### src/rtl/mips_irq_pkg.sv
// mips_irq_pkg: register map, CTRL bit positions and service FSM encoding
// shared by the MIPS interrupt controller.
package mips_irq_pkg;

    localparam logic [3:0] REG_CTRL     = 4'd0;
    localparam logic [3:0] REG_PEND     = 4'd1;
    localparam logic [3:0] REG_VEC_BASE = 4'd2;

    localparam int CTRL_GEN_BIT = 31;
    localparam int MAX_SRC      = 8;

    typedef enum logic [1:0] {
        ST_IDLE = 2'd0,
        ST_REQ  = 2'd1,
        ST_SERV = 2'd2
    } irq_state_e;

    // Register index of VEC[i].
    function automatic logic [3:0] vec_reg_idx(input int i);
        return REG_VEC_BASE + 4'(i);
    endfunction

endpackage

### src/rtl/irq_prio_enc.sv
// irq_prio_enc: fixed-priority encoder, lowest set request index wins.
module irq_prio_enc #(
    parameter int N_SRC = 3
) (
    input  logic [N_SRC-1:0] req_i,
    output logic [2:0]       idx_o,
    output logic             valid_o
);

    always_comb begin
        // NOTE: outputs get a default before the loop so no path infers a latch.
        idx_o   = '0;
        valid_o = |req_i;
        // Scan downward so the last hit, the lowest index, is what remains.
        for (int i = N_SRC - 1; i >= 0; i--) begin
            if (req_i[i]) begin
                idx_o = 3'(i);
            end
        end
    end

endmodule

### src/rtl/mips_irq_ctl.sv
// mips_irq_ctl: edge-detected interrupt sources, W1C pending register and a
// non-nesting IDLE/REQ/SERV service FSM. Define IRQ_CTL_SYNC_EN to add a 2-flop input synchronizer.
module mips_irq_ctl
    import mips_irq_pkg::*;
#(
    parameter int N_SRC = 3,
    parameter int VEC_W = 32
) (
    input  logic             clk,
    input  logic             rst,
    input  logic [N_SRC-1:0] src_i,
    input  logic             reg_we,
    input  logic [3:0]       reg_idx,
    input  logic [31:0]      reg_wdata,
    output logic [31:0]      reg_rdata,
    output logic             irq_req_o,
    output logic [VEC_W-1:0] irq_addr_o,
    input  logic             irq_ack_i,
    input  logic             irq_eoi_i,
    output logic [2:0]       irq_src_o
);

    logic               ctrl_gen_q, ctrl_gen_d;
    logic [N_SRC-1:0]   ctrl_en_q, ctrl_en_d;
    logic [N_SRC-1:0]   pend_q, pend_d;
    logic [VEC_W-1:0]   vec_q [N_SRC];
    logic [VEC_W-1:0]   vec_d [N_SRC];
    logic [N_SRC-1:0]   prev_q, prev_d;
    logic [31:0]        rdata_q, rdata_d;
    irq_state_e         state_q, state_d;
    logic [VEC_W-1:0]   addr_q, addr_d;
    logic [2:0]         src_q, src_d;

    logic [N_SRC-1:0]   sample, rise, w1c, ack_clr, pend_en;
    logic [MAX_SRC-1:0] en_ext;
    logic               win_en, wr_ctrl, wr_pend;
    logic [2:0]         enc_idx;
    logic               enc_valid;
    logic [VEC_W-1:0]   enc_vec;

`ifdef IRQ_CTL_SYNC_EN
    logic [N_SRC-1:0] sync1_q, sync1_d, sync2_q, sync2_d;

    assign sync1_d = src_i;
    assign sync2_d = sync1_q;

    always_ff @(posedge clk) begin
        if (!rst) begin
            sync1_q <= '0;
            sync2_q <= '0;
        end else begin
            sync1_q <= sync1_d;
            sync2_q <= sync2_d;
        end
    end

    assign sample = sync2_q;
`else
    assign sample = src_i;
`endif

    assign pend_en = pend_q & ctrl_en_q;

    irq_prio_enc #(.N_SRC(N_SRC)) u_prio (
        .req_i   (pend_en),
        .idx_o   (enc_idx),
        .valid_o (enc_valid)
    );

    // The request is only live while both the global and the winner's enable hold.
    assign en_ext = MAX_SRC'(ctrl_en_q);
    assign win_en = ctrl_gen_q & en_ext[src_q];

    always_comb begin
        wr_ctrl = reg_we && (reg_idx == REG_CTRL);
        wr_pend = reg_we && (reg_idx == REG_PEND);
        rise    = sample & ~prev_q;
        prev_d  = sample;
        w1c     = wr_pend ? reg_wdata[N_SRC-1:0] : '0;

        ctrl_gen_d = ctrl_gen_q;
        ctrl_en_d  = ctrl_en_q;
        if (wr_ctrl) begin
            ctrl_gen_d = reg_wdata[CTRL_GEN_BIT];
            ctrl_en_d  = reg_wdata[N_SRC-1:0];
        end

        vec_d   = vec_q;
        enc_vec = '0;
        for (int i = 0; i < N_SRC; i++) begin
            if (reg_we && (reg_idx == vec_reg_idx(i))) begin
                vec_d[i] = VEC_W'(reg_wdata);
            end
            if (enc_idx == 3'(i)) begin
                enc_vec = vec_q[i];
            end
        end

        rdata_d = '0;
        if (reg_idx == REG_CTRL) begin
            rdata_d[CTRL_GEN_BIT] = ctrl_gen_q;
            rdata_d[N_SRC-1:0]    = ctrl_en_q;
        end else if (reg_idx == REG_PEND) begin
            rdata_d[N_SRC-1:0] = pend_q;
        end
        for (int i = 0; i < N_SRC; i++) begin
            if (reg_idx == vec_reg_idx(i)) begin
                rdata_d = 32'(vec_q[i]);
            end
        end
    end

    always_comb begin
        state_d = state_q;
        addr_d  = addr_q;
        src_d   = src_q;
        ack_clr = '0;
        unique case (state_q)
            ST_IDLE: begin
                if (ctrl_gen_q && enc_valid) begin
                    state_d = ST_REQ;
                    src_d   = enc_idx;
                    addr_d  = enc_vec;
                end
            end
            ST_REQ: begin
                if (!win_en) begin
                    state_d = ST_IDLE;
                end else if (irq_ack_i) begin
                    state_d = ST_SERV;
                    for (int i = 0; i < N_SRC; i++) begin
                        ack_clr[i] = (src_q == 3'(i));
                    end
                end
            end
            ST_SERV: begin
                if (irq_eoi_i) begin
                    state_d = ST_IDLE;
                end
            end
            default: state_d = ST_IDLE;
        endcase
        // A fresh edge outranks both the W1C write and the ack clear.
        pend_d = (pend_q & ~w1c & ~ack_clr) | rise;
    end

    // NOTE: state is updated with non-blocking assignments only, so every flop
    // samples the pre-edge values regardless of process order.
    always_ff @(posedge clk) begin
        if (!rst) begin
            ctrl_gen_q <= 1'b0;
            ctrl_en_q  <= '0;
            pend_q     <= '0;
            // NOTE: the vector table is reset too, so a fetched vector is never X.
            vec_q      <= '{default: '0};
            prev_q     <= '0;
            rdata_q    <= '0;
            state_q    <= ST_IDLE;
            addr_q     <= '0;
            src_q      <= '0;
        end else begin
            ctrl_gen_q <= ctrl_gen_d;
            ctrl_en_q  <= ctrl_en_d;
            pend_q     <= pend_d;
            vec_q      <= vec_d;
            prev_q     <= prev_d;
            rdata_q    <= rdata_d;
            state_q    <= state_d;
            addr_q     <= addr_d;
            src_q      <= src_d;
        end
    end

    assign irq_req_o  = (state_q == ST_REQ) && win_en;
    assign irq_addr_o = addr_q;
    assign irq_src_o  = src_q;
    assign reg_rdata  = rdata_q;

endmodule

### config.mk
export PLATFORM = sky130hd
export DESIGN_NAME = mips_irq_ctl
export DESIGN_NICKNAME = d
export VERILOG_FILES = /design/src/rtl/mips_irq_pkg.sv /design/src/rtl/irq_prio_enc.sv /design/src/rtl/mips_irq_ctl.sv
export SDC_FILE = /design/constraint.sdc
export NUM_CORES = 1
export LEC_CHECK = 0
export BUFFER_PORTS_ARGS = -buffer_cell sky130_fd_sc_hd__buf_4
export CORE_ASPECT_RATIO = 2
export CORE_MARGIN = 2
export CORE_UTILIZATION = 61
export DETAILED_ROUTE_END_ITERATION = 8
export PLACE_DENSITY = 0.85
export SYNTH_ARGS = -nofsm -noshare
export SYNTH_HDL_FRONTEND = slang
export SYNTH_HIERARCHICAL = 1
export SYNTH_SLANG_ARGS = --single-unit
### constraint.sdc
create_clock -name clk -period 2.8 [get_ports clk]
set_input_delay 0.28 -clock clk [delete_from_list [all_inputs] [get_ports clk]]
set_output_delay 0.28 -clock clk [all_outputs]
set_load 0.02 [all_outputs]
==> results of run 1 <==
cell usage after synthesis, types with 4 or more instances:
| cell | count |
|---|---|
| nand2_2 | 30 |
| buf_6 | 4 |
| nand3_1 | 4 |
| nor2b_1 | 17 |
| buf_2 | 25 |
| a22oi_1 | 28 |
| mux2i_1 | 41 |
| o21ai_1 | 20 |
| nand2_1 | 232 |
| a21boi_1 | 94 |
| and2_1 | 9 |
| dfxtp_1 | 175 |
| a22o_1 | 37 |
| o21ai_0 | 42 |
| a21oi_1 | 4 |
| clkbuf_1 | 39 |
| nor2_1 | 5 |
power by group:
part	leakage [uW]	internal, uW	total (uW)	switching [uW]
combinational	0.00156	109	266	158
clock	0.000296	1430	2430	998
sequential	0.00141	2520	2540	20.1
total	0.00326	4060	5230	1180
per-layer routing:
| layer | wire length (um) | GRT usage |
|---|---|---|
| met1 | 7506 | 0.3571 |
| met4 | 872 | 0.1879 |
| met2 | 11390 | 0.5798 |
| met3 | 1393 | 0.06803 |
| met5 | 0 | 0 |
registers in the layout, indices dropped and copies added (netlist names):
register,flops
prev_q,3
ctrl_gen_q,1
vec_q,96
irq_addr_o,32
state_q,2
reg_rdata,32
pend_q,3
irq_src_o,3
ctrl_en_q,3
cells by family after synthesis:
logic type / count (synthesis)
AOI/OAI and AO/OA: 238
buffers and inverters: 73
DFF: 175
muxes: 42
other: 1
and+or+nand+nor: 320
critical path: stages, from the launching register on:
cell,delay [ns]
dfxtp_1,0.37
and2_1,0.21
or3_1,0.12
nor4bb_1,0.31
and3b_1,0.58
buf_4,0.39
a22o_1,0.18
through the flow:
stage                     setup WS, ns  power (uW)
final                           0.5695        5234
after global routing            0.3630        5379
after CTS                       0.5826        5237
after detailed placement        0.6216        2852
after global placement          0.6619        2843
after floorplan                 0.9358        2729
area by class of cell:
class                      count  share of cell area
timing repair buffer         131              0.1111
sequential                   175              0.3956
inverter                       4            0.001696
tap                          145             0.02049
clock buffer                  19             0.05002
clock inverter                12             0.01795
multi-input combinational    601              0.4031
worst min path at each step:
stage | from | end | slack [ns]
floorplan | src_i[0] | prev_q[0]$_SDFF_PN0_ | 0.39
global placement | prev_q[1]$_SDFF_PN0_ | pend_q[1]$_SDFF_PN0_ | 0.41
detailed placement | prev_q[1]$_SDFF_PN0_ | pend_q[1]$_SDFF_PN0_ | 0.42
CTS | src_i[0] | prev_q[0]$_SDFF_PN0_ | 0.05
global route | src_i[0] | prev_q[0]$_SDFF_PN0_ | 0.06
finish | src_i[0] | prev_q[0]$_SDFF_PN0_ | 0.05
==> impl_metrics.json, run 1 <==
{
  "status": "complete, no violations",
  "worst_setup_path_start_kind": "flip-flop",
  "cts_tree": "done",
  "hold_path_class": "input port to flip-flop",
  "first_iter_violations": 532,
  "multiInputGateArea_mm2": 0.003570,
  "async_flop_share": 0,
  "nNetsFinal": 974,
  "synth_xor_area_frac": 0,
  "layout-area-overhead-vs-synth_pct": 19.97,
  "endpoint_kind": "flip-flop",
  "io_buffers": 111,
  "dpl.cell_count": 1056,
  "worst_ep_arrival_time_ns": 2.60,
  "yosys_warnings": 6,
  "routed_via_density": 6.173,
  "ys_seq_area_frac": 0.4747,
  "critPathCapture": "irq_addr_o[27]$_SDFFE_PN0P_",
  "cp-startpoint": "ctrl_en_q[0]$_SDFFE_PN0P_",
  "min_period_ns": 2.230,
  "grt_max_degree": 59,
  "synthSimpleGateAreaFrac": 0.1960,
  "wl_per_cell_um": 19.46,
  "path_max_fanout": 20,
  "routed_wl_um": 21160,
  "coreArea_mm2": 0.01177,
  "holdWs_ns": 0.04978,
  "cts.sink_count": 175,
  "drt_pass1_iterations": 5,
  "slew_headroom": 0.2771,
  "synth_top_family_by_area": "compound AO/OA/AOI/OAI gates",
  "synth.distinct_cells": 45,
  "ys_seq_elements": 175,
  "syn-instance-count": 849,
  "slew_violations": 0,
  "rsz0062_at_grt": "false",
  "dpl.hpwl_um": 13290,
  "final_cell_mix": "nand2_1, dfxtp_1, buf_4, a21boi_1, o21ai_0",
  "final_core_util": 0.7522,
  "numCtsBuffers": 17,
  "die_h_um": 159.6,
  "r2r-start": "ctrl_en_q[0]$_SDFFE_PN0P_",
  "reg2regPathDepth": 6,
  "fillers": 856,
  "antenna_cells": 0,
  "fmax_ghz": 0.4483,
  "antenna_found_initial": 0,
  "pwr_density_cell_mw_per_mm2": 591.1,
  "final_area_mm2": 0.008855,
  "ir_drop_mv": 0.5695,
  "period_share": 0.7966,
  "io_pins": 112,
  "reg2reg_to": "irq_addr_o[27]$_SDFFE_PN0P_",
  "synth-main-ff-cell": "dfxtp_1",
  "tns_ns": 0,
  "yosysTopAreaCellShare": 0.4747,
  "synthTopCellsByArea": "dfxtp_1, nand2_1, a21boi_1, mux2i_1, a22o_1",
  "synthAdderAreaFrac": 0,
  "die-area_mm2": 0.01305,
  "synth_area_leader_cell": "dfxtp_1",
  "crit_required_ns": 3.17,
  "htreeDepth": 4,
  "ant_nets": 0,
  "skew_ns": 0.008019,
  "worst_skew_pair.late_latency_ns": 0.43,
  "worst_slew_pin_slew_ns": 1.084,
  "cts_hold_buf": 0,
  "setup.worst_path.class": "flip-flop to flip-flop",
  "dpl_cell_area_mm2": 0.008253,
  "syn-num-nets": 893,
  "power_leakage_uw": 0.003264,
  "num_vias": 6710,
  "regArea_mm2": 0.003503,
  "grt_overflow_total": 0,
  "clockBufferDepth": 2,
  "maxCapViolCount": 0,
  "route.detailed.drc": 0,
  "initial_core_util": 0.6270,
  "postSynthAreaPerCell_um2": 8.694,
  "muxShareOfSynthArea": 0.05713,
  "place_congestion": 0.8789,
  "grt_pass1_wl_um": 33620,
  "postCtsResizedCells": 0,
  "grt_pass1_vias": 6785,
  "synth_compound_area_frac": 0.2258,
  "r2r_setup_slack_ns": 0.57,
  "rows": 56,
  "final_common_cell": "nand2_1",
  "syn_area_mm2": 0.007381,
  "grt_usage": 0.3325,
  "setup_viol": 0,
  "clkTransAtPathRegs_ns": 0.07,
  "cts-root-buf": "clkbuf_16",
  "fin_cells": 1087,
  "synth_edf_count": 0,
  "die_width_um": 81.78,
  "layout-drive-gt1-share": 0.2144,
  "holdPathStages": 3,
  "hold_viol": 0,
  "cts_setup_buffers": 0
}
Note: power is estimated with default switching activity, not from simulation.
==> run 2: changes to the inputs <==
--- a/config.mk
+++ b/config.mk
@@ -5,12 +5,13 @@
 export SDC_FILE = /design/constraint.sdc
 export NUM_CORES = 1
 export LEC_CHECK = 0
+export ABC_AREA = 1
 export BUFFER_PORTS_ARGS = -buffer_cell sky130_fd_sc_hd__buf_4
 export CORE_ASPECT_RATIO = 2
 export CORE_MARGIN = 2
-export CORE_UTILIZATION = 61
+export CORE_UTILIZATION = 51
 export DETAILED_ROUTE_END_ITERATION = 8
-export PLACE_DENSITY = 0.85
+export PLACE_DENSITY = 0.76
 export SYNTH_ARGS = -nofsm -noshare
 export SYNTH_HDL_FRONTEND = slang
 export SYNTH_HIERARCHICAL = 1
==> constraint.sdc (replaced) <==
create_clock -name clk -period 1.85 [get_ports clk]
set_input_delay 0.185 -clock clk [delete_from_list [all_inputs] [get_ports clk]]
set_output_delay 0.185 -clock clk [all_outputs]
set_load 0.02 [all_outputs]
==> impl_metrics.json, run 2 <==
{
  "synth-main-ff-cell": "dfxtp_1",
  "numCtsBuffers": 17,
  "path_max_fanout": 6,
  "cts_tree": "done",
  "fin_cells": 1337,
  "grt_util_met1": 0.2983,
  "final_cell_mix": "dfxtp_1, nand2_1, o21ai_0, buf_4, inv_1",
  "r2r-start": "ctrl_en_q[2]$_SDFFE_PN0P_",
  "max_stage_delay_ns": 0.44,
  "worst_slew_pin_slew_ns": 0.5662,
  "ys_seq_elements": 175,
  "place_congestion": 0.9014,
  "setup_viol": 0,
  "fmax_ghz": 0.5643,
  "tns_ns": 0,
  "worst_setup_path_start_kind": "flip-flop",
  "num_vias": 7272,
  "worst_skew_pair.late_latency_ns": 0.43,
  "crit_buf_inv": 3,
  "grt_usage": 0.2644,
  "antenna_cells": 0,
  "worst_ep_arrival_time_ns": 1.59,
  "hold_viol": 0,
  "die_width_um": 88.98,
  "pwr_density_cell_mw_per_mm2": 868.9,
  "dpl.cell_count": 1297,
  "io_pins": 112,
  "clockBufferDepth": 2,
  "min_period_ns": 1.772,
  "ir_drop_mv": 0.8069,
  "hold_path_class": "input port to flip-flop",
  "grt_pass1_vias": 6681,
  "io_buffers": 111,
  "layout-area-overhead-vs-synth_pct": 24.34,
  "dpl.hpwl_um": 12930,
  "nNetsFinal": 1176,
  "ant_nets": 0,
  "regMostFlops": "vec_q",
  "htreeDepth": 4,
  "grt_busiest_layer": "met2",
  "syn-instance-count": 1035,
  "path_delay_family": "flip-flops",
  "grt_use_met2": 0.4757,
  "met3_usage": 0.03751,
  "first_iter_violations": 459,
  "clkTransAtPathRegs_ns": 0.07,
  "min_from": "irq_eoi_i",
  "grt_max_degree": 51,
  "critical_path.cell_chain": "inv_1 > nand3_1 > nand3_1 > nand2_1 > inv_1 > buf_4",
  "postSynthAreaPerCell_um2": 7.117,
  "wl_per_cell_um": 15.53,
  "reg2regPathDepth": 11,
  "r2r_setup_slack_ns": 0.15,
  "synth.distinct_cells": 26,
  "endpoint_kind": "primary output",
  "yosys.cell_count.top_type": "dfxtp_1",
  "power_leakage_uw": 0.003917,
  "largest_reg_flops": 96,
  "synthTopCellsByArea": "dfxtp_1, o21ai_0, nand2_1, a21oi_1, inv_1",
  "yosys_warnings": 6,
  "async_flop_share": 0,
  "die_h_um": 174.0,
  "status": "complete, no violations",
  "die-area_mm2": 0.01548,
  "rows": 62,
  "layout-drive-gt1-share": 0.1747,
  "antenna_found_initial": 0,
  "routed_via_density": 5.439,
  "period_share": 0.9579,
  "ys_seq_area_frac": 0.4756,
  "route.detailed.drc": 0,
  "final_area_mm2": 0.009159,
  "dpl_cell_area_mm2": 0.008447,
  "maxCapViolCount": 0,
  "synthTopCellsByCount": "dfxtp_1, nand2_1, o21ai_0",
  "synth_edf_count": 0,
  "slew_violations": 0,
  "syn_area_mm2": 0.007366,
  "cts.sink_count": 175,
  "coreArea_mm2": 0.01427,
  "syn-num-nets": 1079,
  "final_common_cell": "dfxtp_1",
  "skew_ns": 0.009575,
  "cts-root-buf": "clkbuf_16",
  "cp_slowest_cell": "dfxtp_1",
  "setup.worst_path.class": "flip-flop to primary output",
  "drt_pass1_iterations": 5,
  "grt_overflow_total": 0,
  "initial_core_util": 0.5160,
  "grt_pass1_wl_um": 32230,
  "holdPathStages": 3,
  "reg2reg_to": "irq_addr_o[11]$_SDFFE_PN0P_",
  "routed_wl_um": 20760,
  "yosysTopAreaCellShare": 0.4756,
  "crit_required_ns": 1.66,
  "hold_path_end": "state_q[1]$_SDFFE_PN0P_",
  "synth_area_leader_cell": "dfxtp_1",
  "slew_headroom": 0.6216
}
[run 2: changes by cell type in the layout (fill, tap and decap cells not counted), moves of 94 or more]
cell      before  now
a21oi_1        4  106
nor2_1         5  105
a21boi_1      94    0
o21ai_0       42  137
inv_1          3  113
[run 2: area by class of cell]
class | instances | area [um2]
Fill cell | 1333 | 5115
Clock buffer | 19 | 442.9
Tap cell | 192 | 240.2
Clock inverter | 13 | 152.6
Timing Repair Buffer | 148 | 1224
Sequential cell | 175 | 3507
Multi-Input combinational cell | 674 | 3157
Inverter | 116 | 435.4
[run 2: how the worst max path moves through the flow]
stage | start | slack (ns) | depth (start not counted) | to
global placement | pend_q[0]$_SDFF_PN0_ | 0.13 | 8 | irq_addr_o[25]$_SDFFE_PN0P_
CTS | irq_src_o[1]$_SDFFE_PN0P_ | 0.03 | 6 | irq_req_o
floorplan | ctrl_en_q[2]$_SDFFE_PN0P_ | 0.34 | 11 | irq_addr_o[15]$_SDFFE_PN0P_
detailed placement | pend_q[0]$_SDFF_PN0_ | 0.09 | 8 | irq_addr_o[3]$_SDFFE_PN0P_
finish | irq_src_o[0]$_SDFFE_PN0P_ | 0.08 | 6 | irq_req_o
global route | ctrl_en_q[2]$_SDFFE_PN0P_ | -0.002 | 11 | irq_addr_o[11]$_SDFFE_PN0P_
[run 2: report_power, final]
part	internal [uW]	total, uW	switching, uW	leakage [uW]
Clock	2060	3650	1590	0.000287
Sequential	3820	3850	26.7	0.00142
Combinational	169	456	287	0.00221
[run 2: cells by family after synthesis]
group	after synthesis	synth area share
buffers and inverters	187	0.1024
AND/OR/NAND/NOR	369	0.2149
other	1	0.0005091
flip-flops	175	0.4756
AO/OA/AOI/OAI	303	0.2066
[run 2: per-stage QoR]
| step | worst slack (ns) | util | hold WS [ns] | power, uW |
|---|---|---|---|---|
| floorplan | 0.3390 | - | 0.2893 | 4167 |
| global placement | 0.1317 | 0.5918 | 0.3861 | 4364 |
| detailed placement | 0.08903 | 0.5918 | 0.3893 | 4369 |
| CTS | 0.03372 | 0.6360 | 0.02528 | 7967 |
| global route | -0.001605 | 0.6417 | 0.04646 | 8180 |
| finish | 0.07792 | 0.6417 | 0.03085 | 7958 |
[run 2: worst reg2reg max path, cell delays in order (launching register included)]
cell	delay (ns)
dfxtp_2	0.38
nand2_1	0.07
inv_1	0.09
inv_1	0.04
nand2_1	0.05
nand2_1	0.10
nor3_4	0.23
buf_4	0.17
buf_4	0.12
clkbuf_16	0.17
o21ai_0	0.08
nor2_1	0.13
[run 2: metal layers]
layer  wire length, um  share of wire
met5                 0              0
met4               646          0.031
met3              1041          0.050
met2             11070           0.53
met1              7997           0.39
[run 2: what timing repair did]
item | CTS | global route
gates resized for setup | 1 | 11
hold buffers | 3 | 0
setup endpoints to repair | 1 | 35
buffers inserted | 0 | 3
cloned | 0 | 2
endpoints found under the hold margin | 3 | 0
pin swaps | 0 | 2
==> run 3: changes to the inputs <==
--- a/config.mk
+++ b/config.mk
@@ -9,9 +9,9 @@
 export BUFFER_PORTS_ARGS = -buffer_cell sky130_fd_sc_hd__buf_4
 export CORE_ASPECT_RATIO = 2
 export CORE_MARGIN = 2
-export CORE_UTILIZATION = 51
+export CORE_UTILIZATION = 50
 export DETAILED_ROUTE_END_ITERATION = 8
-export PLACE_DENSITY = 0.76
+export PLACE_DENSITY = 0.72
 export SYNTH_ARGS = -nofsm -noshare
 export SYNTH_HDL_FRONTEND = slang
 export SYNTH_HIERARCHICAL = 1
==> constraint.sdc (replaced) <==
create_clock -name clk -period 2.15 [get_ports clk]
set_input_delay 0.215 -clock clk [delete_from_list [all_inputs] [get_ports clk]]
set_output_delay 0.215 -clock clk [all_outputs]
set_load 0.02 [all_outputs]
==> impl_metrics.json, run 3 (synthesis gave the netlist of run 2 again) <==
{
  "htreeDepth": 4,
  "largest_reg_flops": 96,
  "dr.max_layer_used": "met4",
  "clockBufferDepth": 2,
  "cp_slowest_cell": "nor3_1",
  "regMostFlops": "vec_q",
  "numCtsBuffers": 17,
  "reg2reg_to": "irq_addr_o[12]$_SDFFE_PN0P_",
  "nNetsFinal": 1167,
  "rows": 62,
  "antenna_found_initial": 0,
  "grt_overflow_total": 0,
  "worst_setup_path_start_kind": "flip-flop",
  "slew_headroom": 0.4001,
  "io_pins": 112,
  "dr_wl_met2_um": 10510,
  "setup_viol": 0,
  "coreArea_mm2": 0.01435,
  "drt_pass1_iterations": 5,
  "hold_viol": 0,
  "rsz0062_at_grt": "false",
  "cts-root-buf": "clkbuf_16",
  "cts_tree": "done",
  "layout-drive-gt1-share": 0.1623,
  "initial_core_util": 0.5133,
  "path_delay_family": "simple AND/OR/NAND/NOR gates",
  "worst_slew_pin_slew_ns": 0.8976,
  "maxCapViolCount": 0,
  "dpl.hpwl_um": 12680,
  "grt_max_degree": 63,
  "pwr_density_cell_mw_per_mm2": 732.3,
  "grt_pass1_wl_um": 31800,
  "worst_skew_pair.late_latency_ns": 0.43,
  "fillers": 1328,
  "wl_met3_um": 950,
  "crit_buf_inv": 2,
  "min_period_ns": 1.900,
  "min_from": "irq_eoi_i",
  "crit_required_ns": 1.93,
  "routed_wl_um": 19550,
  "met1_length_um": 7702,
  "final_cell_mix": "dfxtp_1, nand2_1, o21ai_0, buf_4, inv_1",
  "layout-area-overhead-vs-synth_pct": 21.37,
  "grt_pass1_vias": 6546,
  "final_common_cell": "dfxtp_1",
  "tns_ns": 0,
  "grt_usage": 0.2484,
  "slew_violations": 0,
  "hold_path_class": "input port to flip-flop",
  "max_stage_delay_ns": 0.48,
  "r2r-start": "ctrl_en_q[1]$_SDFFE_PN0P_",
  "dp_slack_ns": 0.2897,
  "ir_drop_mv": 0.5411,
  "skew_ns": 0.01631,
  "endpoint_kind": "primary output",
  "hold_path_end": "state_q[1]$_SDFFE_PN0P_",
  "fin_ws_ns": 0.2495,
  "first_iter_violations": 400,
  "cts.sink_count": 175,
  "postCtsResizedCells": 0,
  "period_share": 0.8839,
  "cpMostUsedCell": "nand2_1",
  "place_congestion": 0.8540,
  "wl_per_cell_um": 14.75,
  "power_leakage_uw": 0.003814,
  "finalPower_uw": 6546,
  "worst_ep_arrival_time_ns": 1.69,
  "holdPathStages": 3,
  "r2r_setup_slack_ns": 0.28,
  "status": "complete, no violations",
  "die_h_um": 175.7,
  "final_core_util": 0.6229,
  "setup.worst_path.class": "flip-flop to primary output",
  "clkTransAtPathRegs_ns": 0.06,
  "path_max_fanout": 6,
  "reg2regPathDepth": 10,
  "io_buffers": 111,
  "routed_via_density": 5.250,
  "critical_path.cell_chain": "nand2_1 > nor3_1 > nand2_1 > inv_1 > buf_4",
  "die-area_mm2": 0.01578,
  "antenna_cells": 0,
  "route.detailed.drc": 0,
  "num_vias": 6962,
  "die_width_um": 89.83,
  "fmax_ghz": 0.5262,
  "ant_nets": 0
}
[run 3: how the worst max path moves through the flow]
stage	startpoint	to	slack, ns	cells past startpoint
2_1_floorplan	ctrl_en_q[2]$_SDFFE_PN0P_	irq_addr_o[15]$_SDFFE_PN0P_	0.64	11
3_3_place_gp	ctrl_en_q[2]$_SDFFE_PN0P_	irq_src_o[0]$_SDFFE_PN0P_	0.26	9
3_5_place_dp	ctrl_en_q[2]$_SDFFE_PN0P_	irq_src_o[0]$_SDFFE_PN0P_	0.29	9
4_1_cts	state_q[0]$_SDFFE_PN0P_	irq_req_o	0.23	5
5_1_grt	state_q[0]$_SDFFE_PN0P_	irq_req_o	0.08	5
6_report	state_q[0]$_SDFFE_PN0P_	irq_req_o	0.25	5
[run 3: layer usage]
layer | global-route usage | vias to the layer above
met5 | 0 | -
met4 | 0.09872 | 0
met3 | 0.03775 | 26
met2 | 0.4650 | 227
met1 | 0.2802 | 3181
li1 | - | 3528
[run 3: cell type report]
class	instances	area, um2	share of cell area
flip-flops and latches	175	3503	0.3919
multi-input cells	673	3122	0.3492
repair buffers	140	1096	0.1226
clock buffers	18	439.2	0.04913
inverters	116	435.4	0.04871
well taps	192	240.2	0.02687
clock inverters	12	103.9	0.01162
[run 3: worst register-to-register path, stage by stage (launching register included)]
cell,delay (ns)
dfxtp_1,0.37
nand2_1,0.06
inv_1,0.08
inv_2,0.04
nand2_2,0.05
nor2_2,0.05
nor2_4,0.68
nand3_1,0.14
o21ai_0,0.15
nor2_1,0.08
nor2_1,0.09
[run 3: timing repair]
item                      in CTS  in global routing
hold endpoints to repair       3                  0
hold buffers                   3                  0
buffers inserted               0                  0
[run 3: stage by stage]
stage / hold slack, ns / area, um2 / instances
3_3_place_gp: 0.4057 / 8367 / 1293
5_1_grt: 0.05929 / 8940 / 1326
6_report: 0.06451 / 8940 / 1326
2_1_floorplan: 0.3193 / 7366 / 1035
4_1_cts: 0.05492 / 8940 / 1326
3_5_place_dp: 0.4088 / 8367 / 1293
[run 3: where the power goes]
group	internal (uW)	switching [uW]
logic	132	240
clock network	1530	1330
registers	3290	23.4
total	4950	1600
